## config.mk

```make
export PLATFORM = sky130hd
export DESIGN_NAME = nor_cmd_seq
export DESIGN_NICKNAME = d
export VERILOG_FILES = /design/src/rtl/nor_cmd_seq.sv
export SDC_FILE = /design/constraint.sdc
export NUM_CORES = 1
export LEC_CHECK = 0
export CAP_MARGIN = 20
export CORE_MARGIN = 2
export CORE_UTILIZATION = 36
export CTS_CLUSTER_SIZE = 24
export DETAILED_ROUTE_END_ITERATION = 16
export GPL_TIMING_DRIVEN = 0
export MAX_ROUTING_LAYER = met4
export SYNTH_ARGS = -nofsm -noshare
export SYNTH_HDL_FRONTEND = slang
export SYNTH_SLANG_ARGS = --single-unit
```

## constraint.sdc

```tcl
create_clock -name wb_clk_i -period 3.9 [get_ports wb_clk_i]
set_clock_uncertainty 0.1 [all_clocks]
set_input_delay 0.585 -clock wb_clk_i [delete_from_list [all_inputs] [get_ports wb_clk_i]]
set_output_delay 0.585 -clock wb_clk_i [all_outputs]
set_load 0.01 [all_outputs]
```

## src/rtl/nor_cmd_seq.sv

```systemverilog
// ---------------------------------------------------------------------------
// nor_cmd_seq
//   Runs JEDEC NOR command scripts (word program, sector erase, chip erase,
//   read-reset) as a pipelined wishbone master in front of nor_bus. One host
//   command is taken at a time. Its unlock/command writes are issued in
//   order. Program and erase commands then data-poll the target address on
//   DQ7/DQ5 until the operation completes, fails, or the poll budget is used
//   up. Completion is reported to the host as a one-cycle done pulse with an
//   error flag.
//
// Ports
//   wb_clk_i, wb_rst_ni            clock, asynchronous active-low reset
//   cmd_valid_i / cmd_ready_o      host command handshake (ready only in IDLE)
//   cmd_op_i                       0=PROGRAM 1=SECTOR_ERASE 2=CHIP_ERASE 3=READ_RESET
//   cmd_adr_i, cmd_dat_i           word/sector address, program data
//   done_o, err_o, busy_o          completion pulse, error (valid with done), busy
//   wbm_cyc_o .. wbm_dat_o         wishbone master request side
//   wbm_dat_i, wbm_ack_i,
//   wbm_stall_i                    wishbone master response side
// ---------------------------------------------------------------------------
module nor_cmd_seq #(
    parameter int unsigned ADDRBITS    = 26,
    parameter int unsigned DATABITS    = 16,
    parameter int unsigned POLLBITS    = 20,
    parameter int unsigned UNLOCK1_ADR = 32'h0000_0555,
    parameter int unsigned UNLOCK2_ADR = 32'h0000_02AA
) (
    input  logic                wb_clk_i,
    input  logic                wb_rst_ni,
    input  logic                cmd_valid_i,
    output logic                cmd_ready_o,
    input  logic [1:0]          cmd_op_i,
    input  logic [ADDRBITS-1:0] cmd_adr_i,
    input  logic [DATABITS-1:0] cmd_dat_i,
    output logic                done_o,
    output logic                err_o,
    output logic                busy_o,
    output logic                wbm_cyc_o,
    output logic                wbm_stb_o,
    output logic                wbm_we_o,
    output logic [ADDRBITS-1:0] wbm_adr_o,
    output logic [DATABITS-1:0] wbm_dat_o,
    input  logic [DATABITS-1:0] wbm_dat_i,
    input  logic                wbm_ack_i,
    input  logic                wbm_stall_i
);

    localparam logic [1:0] OP_PROGRAM    = 2'd0;
    localparam logic [1:0] OP_SECTOR     = 2'd1;
    localparam logic [1:0] OP_CHIP       = 2'd2;
    localparam logic [1:0] OP_READ_RESET = 2'd3;

    localparam logic [ADDRBITS-1:0] U1_ADR   = ADDRBITS'(UNLOCK1_ADR);
    localparam logic [ADDRBITS-1:0] U2_ADR   = ADDRBITS'(UNLOCK2_ADR);
    localparam logic [POLLBITS-1:0] POLL_MAX = {POLLBITS{1'b1}};

    typedef enum logic [2:0] {
        S_IDLE     = 3'd0,
        S_WR       = 3'd1,
        S_POLL_RD  = 3'd2,
        S_POLL_CHK = 3'd3,
        S_RE_RD    = 3'd4,
        S_RST_CMD  = 3'd5,
        S_DONE     = 3'd6
    } state_t;

    // Script constants are 8-bit and zero-extended onto the data bus.
    function automatic logic [DATABITS-1:0] f_ext8(input logic [7:0] b);
        return DATABITS'(b);
    endfunction

    // Address of write step 'step' of the script for 'op'.
    function automatic logic [ADDRBITS-1:0] f_step_adr(
        input logic [1:0]          op,
        input logic [2:0]          step,
        input logic [ADDRBITS-1:0] adr
    );
        logic [ADDRBITS-1:0] a;
        a = adr;
        case (op)
            OP_PROGRAM: begin
                case (step)
                    3'd0, 3'd2: a = U1_ADR;
                    3'd1:       a = U2_ADR;
                    default:    a = adr;
                endcase
            end
            OP_SECTOR: begin
                case (step)
                    3'd0, 3'd2, 3'd3: a = U1_ADR;
                    3'd1, 3'd4:       a = U2_ADR;
                    default:          a = adr;
                endcase
            end
            OP_CHIP: begin
                case (step)
                    3'd1, 3'd4: a = U2_ADR;
                    default:    a = U1_ADR;
                endcase
            end
            default: a = adr;
        endcase
        return a;
    endfunction

    // Data of write step 'step' of the script for 'op'.
    function automatic logic [DATABITS-1:0] f_step_dat(
        input logic [1:0]          op,
        input logic [2:0]          step,
        input logic [DATABITS-1:0] dat
    );
        logic [DATABITS-1:0] d;
        d = f_ext8(8'hF0);
        case (op)
            OP_PROGRAM: begin
                case (step)
                    3'd0:    d = f_ext8(8'hAA);
                    3'd1:    d = f_ext8(8'h55);
                    3'd2:    d = f_ext8(8'hA0);
                    default: d = dat;
                endcase
            end
            OP_SECTOR, OP_CHIP: begin
                case (step)
                    3'd0, 3'd3: d = f_ext8(8'hAA);
                    3'd1, 3'd4: d = f_ext8(8'h55);
                    3'd2:       d = f_ext8(8'h80);
                    default:    d = (op == OP_CHIP) ? f_ext8(8'h10) : f_ext8(8'h30);
                endcase
            end
            default: d = f_ext8(8'hF0);
        endcase
        return d;
    endfunction

    // Index of the final write step of each script.
    function automatic logic [2:0] f_last_step(input logic [1:0] op);
        logic [2:0] s;
        case (op)
            OP_PROGRAM:        s = 3'd3;
            OP_SECTOR, OP_CHIP: s = 3'd5;
            default:           s = 3'd0;
        endcase
        return s;
    endfunction

    state_t              r_state;
    logic [1:0]          r_op;
    logic [ADDRBITS-1:0] r_adr;
    logic [DATABITS-1:0] r_dat;
    logic [2:0]          r_step;
    logic [POLLBITS-1:0] r_poll_cnt;
    logic                r_rd_dq7;
    logic                r_rd_dq5;
    logic                r_err;
    logic                r_outst;
    logic                r_ready;
    logic                r_done;
    logic                r_err_o;
    logic                r_busy;
    logic                r_cyc;
    logic                r_stb;
    logic                r_we;
    logic [ADDRBITS-1:0] r_wb_adr;
    logic [DATABITS-1:0] r_wb_dat;

    logic                w_accept;
    logic                w_ack;
    logic                w_expect_dq7;
    logic                w_last;
    logic [2:0]          w_next_step;
    logic [ADDRBITS-1:0] w_next_adr;
    logic [DATABITS-1:0] w_next_dat;
    logic [ADDRBITS-1:0] w_first_adr;
    logic [DATABITS-1:0] w_first_dat;

    // Bus handshake qualifiers, poll expectation and next script step.
    always_comb begin
        w_accept     = r_stb & ~wbm_stall_i;
        // An ack only counts against a request the slave has actually taken.
        w_ack        = wbm_ack_i & (r_outst | w_accept);
        if (r_op == OP_PROGRAM) begin
            w_expect_dq7 = r_dat[7];
        end else begin
            w_expect_dq7 = 1'b1;
        end
        w_last       = (r_step == f_last_step(r_op));
        w_next_step  = r_step + 3'd1;
        w_next_adr   = f_step_adr(r_op, w_next_step, r_adr);
        w_next_dat   = f_step_dat(r_op, w_next_step, r_dat);
        w_first_adr  = f_step_adr(cmd_op_i, 3'd0, cmd_adr_i);
        w_first_dat  = f_step_dat(cmd_op_i, 3'd0, cmd_dat_i);
    end

    // Command sequencer FSM with registered host and wishbone outputs.
    always_ff @(posedge wb_clk_i or negedge wb_rst_ni) begin
        if (!wb_rst_ni) begin
            r_state    <= S_IDLE;
            r_op       <= 2'd0;
            r_adr      <= '0;
            r_dat      <= '0;
            r_step     <= 3'd0;
            r_poll_cnt <= '0;
            r_rd_dq7   <= 1'b0;
            r_rd_dq5   <= 1'b0;
            r_err      <= 1'b0;
            r_outst    <= 1'b0;
            r_ready    <= 1'b1;
            r_done     <= 1'b0;
            r_err_o    <= 1'b0;
            r_busy     <= 1'b0;
            r_cyc      <= 1'b0;
            r_stb      <= 1'b0;
            r_we       <= 1'b0;
            r_wb_adr   <= '0;
            r_wb_dat   <= '0;
        end else begin
            r_done  <= 1'b0;
            r_err_o <= 1'b0;

            // Request leaves the bus once taken; later assignments below
            // may re-raise stb for the following transaction.
            if (w_accept) begin
                r_stb   <= 1'b0;
                r_outst <= 1'b1;
            end
            if (w_ack) begin
                r_outst <= 1'b0;
            end

            case (r_state)
                S_IDLE: begin
                    if (cmd_valid_i) begin
                        r_op       <= cmd_op_i;
                        r_adr      <= cmd_adr_i;
                        r_dat      <= cmd_dat_i;
                        r_step     <= 3'd0;
                        r_poll_cnt <= '0;
                        r_err      <= 1'b0;
                        r_ready    <= 1'b0;
                        r_busy     <= 1'b1;
                        r_cyc      <= 1'b1;
                        r_stb      <= 1'b1;
                        r_we       <= 1'b1;
                        r_wb_adr   <= w_first_adr;
                        r_wb_dat   <= w_first_dat;
                        r_state    <= S_WR;
                    end
                end

                S_WR: begin
                    if (w_ack) begin
                        if (w_last) begin
                            if (r_op == OP_READ_RESET) begin
                                r_done  <= 1'b1;
                                r_err_o <= 1'b0;
                                r_cyc   <= 1'b0;
                                r_stb   <= 1'b0;
                                r_state <= S_DONE;
                            end else begin
                                r_stb    <= 1'b1;
                                r_we     <= 1'b0;
                                r_wb_adr <= r_adr;
                                r_wb_dat <= '0;
                                r_state  <= S_POLL_RD;
                            end
                        end else begin
                            r_step   <= w_next_step;
                            r_stb    <= 1'b1;
                            r_we     <= 1'b1;
                            r_wb_adr <= w_next_adr;
                            r_wb_dat <= w_next_dat;
                        end
                    end
                end

                S_POLL_RD: begin
                    if (w_ack) begin
                        r_rd_dq7 <= wbm_dat_i[7];
                        r_rd_dq5 <= wbm_dat_i[5];
                        // Counts completed poll reads; holds at the maximum.
                        if (r_poll_cnt != POLL_MAX) begin
                            r_poll_cnt <= r_poll_cnt + {{(POLLBITS-1){1'b0}}, 1'b1};
                        end
                        r_state <= S_POLL_CHK;
                    end
                end

                S_POLL_CHK: begin
                    if (r_rd_dq7 == w_expect_dq7) begin
                        r_done  <= 1'b1;
                        r_err_o <= 1'b0;
                        r_cyc   <= 1'b0;
                        r_stb   <= 1'b0;
                        r_state <= S_DONE;
                    end else if (r_rd_dq5) begin
                        // DQ5 set: DQ7 may have flipped together with it, so
                        // re-read once before declaring failure.
                        r_stb    <= 1'b1;
                        r_we     <= 1'b0;
                        r_wb_adr <= r_adr;
                        r_wb_dat <= '0;
                        r_state  <= S_RE_RD;
                    end else if (r_poll_cnt == POLL_MAX) begin
                        r_err    <= 1'b1;
                        r_stb    <= 1'b1;
                        r_we     <= 1'b1;
                        r_wb_adr <= r_adr;
                        r_wb_dat <= f_ext8(8'hF0);
                        r_state  <= S_RST_CMD;
                    end else begin
                        r_stb    <= 1'b1;
                        r_we     <= 1'b0;
                        r_wb_adr <= r_adr;
                        r_wb_dat <= '0;
                        r_state  <= S_POLL_RD;
                    end
                end

                S_RE_RD: begin
                    if (w_ack) begin
                        if (wbm_dat_i[7] == w_expect_dq7) begin
                            r_done  <= 1'b1;
                            r_err_o <= 1'b0;
                            r_cyc   <= 1'b0;
                            r_stb   <= 1'b0;
                            r_state <= S_DONE;
                        end else begin
                            r_err    <= 1'b1;
                            r_stb    <= 1'b1;
                            r_we     <= 1'b1;
                            r_wb_adr <= r_adr;
                            r_wb_dat <= f_ext8(8'hF0);
                            r_state  <= S_RST_CMD;
                        end
                    end
                end

                S_RST_CMD: begin
                    if (w_ack) begin
                        r_done  <= 1'b1;
                        r_err_o <= r_err;
                        r_cyc   <= 1'b0;
                        r_stb   <= 1'b0;
                        r_state <= S_DONE;
                    end
                end

                S_DONE: begin
                    r_busy  <= 1'b0;
                    r_ready <= 1'b1;
                    r_we    <= 1'b0;
                    r_state <= S_IDLE;
                end

                default: begin
                    r_ready <= 1'b1;
                    r_busy  <= 1'b0;
                    r_cyc   <= 1'b0;
                    r_stb   <= 1'b0;
                    r_state <= S_IDLE;
                end
            endcase
        end
    end

    assign cmd_ready_o = r_ready;
    assign done_o      = r_done;
    assign err_o       = r_err_o;
    assign busy_o      = r_busy;
    assign wbm_cyc_o   = r_cyc;
    assign wbm_stb_o   = r_stb;
    assign wbm_we_o    = r_we;
    assign wbm_adr_o   = r_wb_adr;
    assign wbm_dat_o   = r_wb_dat;

endmodule
```

==> results of run 1 <==
per-layer routing:
metal	share of wire	global-route usage
met3	0.047	0.0348
met1	0.50	0.289
met5	0	-
met4	0.025	0.0822
met2	0.43	0.275
Yosys cell counts, types with 3 or more instances:
master,number,share of area
o21ai_1,6,0.0047
ha_1,10,0.020
nand4_1,8,0.0079
nor2_2,3,0.0030
o211ai_1,6,0.0071
nor2_1,61,0.036
buf_1,3,0.0018
nor2b_1,5,0.0049
xnor2_1,9,0.012
o31ai_1,6,0.0071
buf_2,9,0.0071
xor2_1,18,0.025
dfrtp_1,122,0.48
a31oi_1,5,0.0049
buf_6,5,0.0089
clkbuf_1,22,0.013
nor4_1,3,0.0030
nand3_1,18,0.014
o221ai_1,5,0.0069
and2_1,3,0.0030
nand2_1,200,0.12
a22oi_1,22,0.026
and4_1,3,0.0042
a21boi_0,3,0.0036
inv_1,13,0.0077
a21oi_1,20,0.016
o21a_1,3,0.0036
nor3_1,11,0.0087
and3_1,5,0.0049
a2bb2oi_1,5,0.0069
o21ai_0,44,0.035
a22o_1,10,0.014
timing repair:
item | 4_1_cts | 5_1_grt
hold buffers | 1 | 0
endpoints found under the hold margin | 27 | 0
endpoints found under the setup margin | 0 | 0
worst min-delay path, stage by stage, from the launching register on:
cell and delay [ns]:
dfstp_2 0.37, nand2_1 0.05, nand2_1 0.05
worst paths after layout:
check | slack (ns) | to | depth (start not counted)
worst max-delay path | 0.93 | wbm_adr_o[16] | 10
worst min-delay path | 0.36 | cmd_ready_o | 2
worst min register to register | 0.36 | cmd_ready_o | 2
worst max register to register | 0.93 | wbm_adr_o[16] | 10
min in group asynchronous | 0.50 | r_poll_cnt[1] | 2
max in group asynchronous | 2.42 | r_adr[4] | 3
power by group:
part / total [mW] / internal [mW] / switching, mW
clock network: 1.69 / 1.09 / 0.608
logic: 3.13 / 1.24 / 1.90
registers: 2.03 / 1.73 / 0.296
final cells by class:
cell class | instances | share of cell area
flip-flops and latches | 123 | 0.372
multi-input cells | 536 | 0.363
repair buffers | 101 | 0.124
clock buffers | 18 | 0.0531
well taps | 225 | 0.0340
plain buffers | 40 | 0.0245
clock inverters | 14 | 0.0234
inverters | 13 | 0.00590
flip-flops by register name, indices dropped and copies added (netlist names), 2 cells and up:
name and cells:
r_adr 26, r_dat 16, r_op 2, r_poll_cnt 20, r_state 3, r_step 3
wbm_adr_o 26, wbm_dat_o 16
stage by stage:
step,TNS (ns),utilization,cells,hold slack (ns)
finish,0,0.480,1070,0.359
detailed placement,0,0.443,1037,0.352
floorplan,0,-,712,0.189
global placement,-352.03,0.441,1036,0.349
global route,0,0.480,1070,0.390
CTS,0,0.480,1070,0.362
cells by family (layout without fill, tap and decap cells):
family                     count (synthesis)  count (layout)  synth area share
AOI/OAI and AO/OA                        161             161             0.181
xor gates and xnor gates                  27              27            0.0374
adders and majority gates                 10              10            0.0198
buffers and inverters                     53             186            0.0397
DFF                                      123             123             0.486
muxes                                      3               3           0.00514
and+or+nand+nor                          335             335             0.230
==> run metrics, run 1 <==
clk buf depth=2; max_cap viols=0; # fillers=1658; # rows=48; post-synthesis net count=787; endpoint class of the critical path=flop; Total Wirelength=17.3 mm; Post-DRT Antenna Nets=0; outcome=finished clean; Final Power=6.86 mW; distinct cell type count after synthesis=69; Die H=137 µm; register area share after synthesis=0.486; CTS tree=yes; first-pass GRT wire length=28.1 mm; fin. max-slew vios=0; final antenna diode count=0; slowest stage delay, CP=0.53 ns; number of global-route vias before repair=5246; CP Buf/Inv Count=3; Hold Fails Final Rpt=0; Nets=907; Non-Filler Cell Area, Final=8280 µm²; Seq cells post-synth=123; core area=17200 µm²; slew margin rel.=0.512; Ports=114; Initial Util=0.367; postcts setup bufs=0; Die Wd=137 µm; Register Area=3080 µm²; Hold WC Path Type=reg -> reg; Layout area overhead=30.7%; Overall Global Routing Usage=0.200; Async S/R FF share, synth=1.00; antenna violations before repair=0; Syn Inst Count=712; maximum VDD drop=0.000428 V; crit path time final=2.97 ns; Syn Area/Cell=8.89 µm²; drt wl/cell=16.1 µm; Clock Sinks=123; Final Setup Violations=0; GP Congestion=0.909; setup ws final=0.930 ns; Final Cycle Share=0.762; drt pass-1 iters=5; # DRC=0; Post-Syn Area=6330 µm²; Leak=3.66 nW; worst slew pin tran=0.727 ns; Die ar.=18700 µm²; Clock Tree Root=clkbuf_16; unrepaired setup endpoints after global routing=no; Worst-path clk slew=0.06 ns; placed cell areas=7630 µm²; CP delay by family, top=compound AO/OA/AOI/OAI gates; crit start category=flop; CP required=4.14 ns; H-Tree Depth=4; # resized after CTS=0; worst r2r src=r_step[0]; Worst-Skew Late Latency=0.42 ns; layout cells sized above 1=0.0840; Post-synth EDFFs=0; Vias/cell=5.16; commonest non-fill, non-tap cells in the layout=nand2_1 (200), dfrtp_1 (122), clkdlybuf4s50_1 (98); worst setup path category=reg -> reg; Hold Crit Start=cmd_ready_o; DR vias=5519; P per Cell Area=828 nW/µm²; arrival time of the worst setup path=3.21 ns; slowest CP cell=dfrtp_1; I/O Buffers=99; leading cell type in the layout, fill and taps excluded=nand2_1; worst-path maximum fanout=10; Top FF cell, synth=dfrtp_1; multi-input logic area=3000 µm²; Congestion Overflow GR=0; critical path launch point=r_step[0]; synth warn=0; 1st-iter DRT viols=478; Final HPWL DP=12.1 mm; pre-CTS WS=0.808 ns; Highest Clock Rate=337 MHz; largest net degree at the start of global routing=97; CP cell instances=inv_1, ha_1, buf_2, or3_1, a21oi_1, a2111oi_2, o21ai_2, buf_6, a22oi_1, o21ai_0; Num CTS Buffers=17
(Power assumes the default switching activity.)
==> run 2: changes to the inputs <==
- clock period: 3.9 -> 3.1 ns (I/O delays scaled with it)
==> run 2 against run 1 <==
Core utilization rose by 0.065 points. Sequential power grew 26%. Global-route usage stayed put. Cell count did not move. First-iteration DRC count shrank 4.4%. Register-to-register slack got worse by 0.71 ns. Via count decreased by 0.62%. Maximum frequency grew 3.0%. Critical endpoint is now wbm_adr_o[10]. Total power rose by 26%. Critical path type unchanged. Combinational power is 27% higher.
==> run metrics, run 2 (synthesis results as in run 1) <==
R2R setup slack=0.22 ns; DR vias=5485; endpoint class of the critical path=flop; CTS tree=yes; Clock Sinks=123; Congestion Overflow GR=0; number of global-route vias before repair=5246; Ports=114; Final Power=8.64 mW; Non-Filler Instances=1070; first-pass GRT wire length=28.1 mm; Worst-Skew Late Latency=0.42 ns; outcome=finished clean; slew margin rel.=0.503; P per Cell Area=1040 nW/µm²; Final HPWL DP=12.1 mm; # fillers=1658; pre-CTS WS=0.128 ns; setup ws final=0.217 ns; Hold Crit Start=cmd_ready_o; Die ar.=18700 µm²; drt wl/cell=16.2 µm; leading cell type in the layout, fill and taps excluded=nand2_1; crit start category=flop; antenna violations before repair=0; Layout area overhead=30.9%; final antenna diode count=0; Vias/cell=5.13; Final Cycle Share=0.930; Worst Setup EP=wbm_adr_o[10]; worst-path maximum fanout=10; Clock Tree Root=clkbuf_16; Die H=137 µm; unrepaired setup endpoints after global routing=no; Total Wirelength=17.3 mm; # placed instances=1037; Worst-path clk slew=0.06 ns; I/O Buffers=99; Register Area=3080 µm²; r2r worst-path depth=8; Die Wd=137 µm; layout cells sized above 1=0.0864; CP cell instances=ha_1, xnor2_1, buf_2, nand2_1, a32oi_2, nor2_1, a311oi_1, o21ai_0; CP Buf/Inv Count=1; Overall Global Routing Usage=0.200; postcts setup bufs=0; critical path depth=8; arrival time of the worst setup path=3.06 ns; CP required=3.28 ns; Highest Clock Rate=347 MHz; largest net degree at the start of global routing=97; crit path time final=2.88 ns; # DRC=0; slowest stage delay, CP=0.49 ns; fin. max-slew vios=0; worst slew pin tran=0.741 ns; multi-input logic area=3010 µm²; max_cap viols=0; Num CTS Buffers=17; worst r2r src=r_step[0]; Initial Util=0.367; GP Congestion=0.909; slowest CP cell=dfrtp_1; Leak=3.66 nW; clk buf depth=2; critical path launch point=r_step[0]; maximum VDD drop=0.000539 V; CP delay by family, top=compound AO/OA/AOI/OAI gates; commonest non-fill, non-tap cells in the layout=nand2_1 (200), dfrtp_1 (122), clkdlybuf4s50_1 (98); worst setup path category=reg -> reg; # rows=48; worst reg2reg path endpoint=wbm_adr_o[10]; 1st-iter DRT viols=457; Nets=907; Hold WC Path Type=reg -> reg; TNS Setup=0 ns; core area=17200 µm²; H-Tree Depth=4; Hold Fails Final Rpt=0; drt pass-1 iters=5; Post-DRT Antenna Nets=0; Final Setup Violations=0
[run 2: cell counts in the layout (fill, tap and decap cells not counted)]
No cell type changed its count.
[run 2: routing by layer]
layer / wire length, µm / vias up / GRT usage
met3: 789 / 33 / 0.0348
met5: 0 / - / -
met2: 7490 / 151 / 0.275
li1: - / 2701 / -
met1: 8600 / 2600 / 0.289
met4: 417 / 0 / 0.0822
[run 2: timing repair]
action,4_1_cts,5_1_grt
resized for setup,0,2
hold endpoints to repair,27,0
hold buffers,1,0
setup endpoints to repair,0,5
[run 2: area by class of cell]
class                   instances  area share
plain buffers                  40      0.0245
clock buffers                  18      0.0530
clock inverters                14      0.0234
inverters                      13     0.00589
multi-input cells             536       0.363
flip-flops and latches        123       0.372
well taps                     225      0.0340
repair buffers                101       0.124
[run 2: metrics by stage]
stage	area, µm²	utilization	hold WS (ns)
floorplan	6330	-	0.0694
global placement	7600	0.441	0.349
detailed placement	7630	0.443	0.258
CTS	8280	0.480	0.362
global route	8290	0.481	0.390
finish	8290	0.481	0.359
[run 2: worst min-delay path by stage]
stage / endpoint / slack, ns / depth (start not counted)
after floorplan: busy_o / 0.07 / 0
after global placement: cmd_ready_o / 0.35 / 2
after detailed placement: r_dat[8] / 0.26 / 1
after CTS: cmd_ready_o / 0.36 / 2
after global routing: r_adr[23] / 0.39 / 2
final: cmd_ready_o / 0.36 / 2
[run 2: tightest hold or removal path: stages (launching register included)]
cell	delay (ns)
dfstp_2	0.37
nand2_1	0.05
nand2_1	0.05
[run 2: power breakdown]
part / switching, mW / internal [mW] / leakage [nW] / total [mW]
combinational: 2.40 / 1.56 / 1.78 / 3.96
clock: 0.768 / 1.37 / 0.295 / 2.14
sequential: 0.371 / 2.18 / 1.58 / 2.55
==> run 3: changes to the inputs <==
- CTS_CLUSTER_SIZE: 24 -> 12
==> results of run 3 <==
Same layout as run 2: the final DEF is identical, and so are final timing and power.
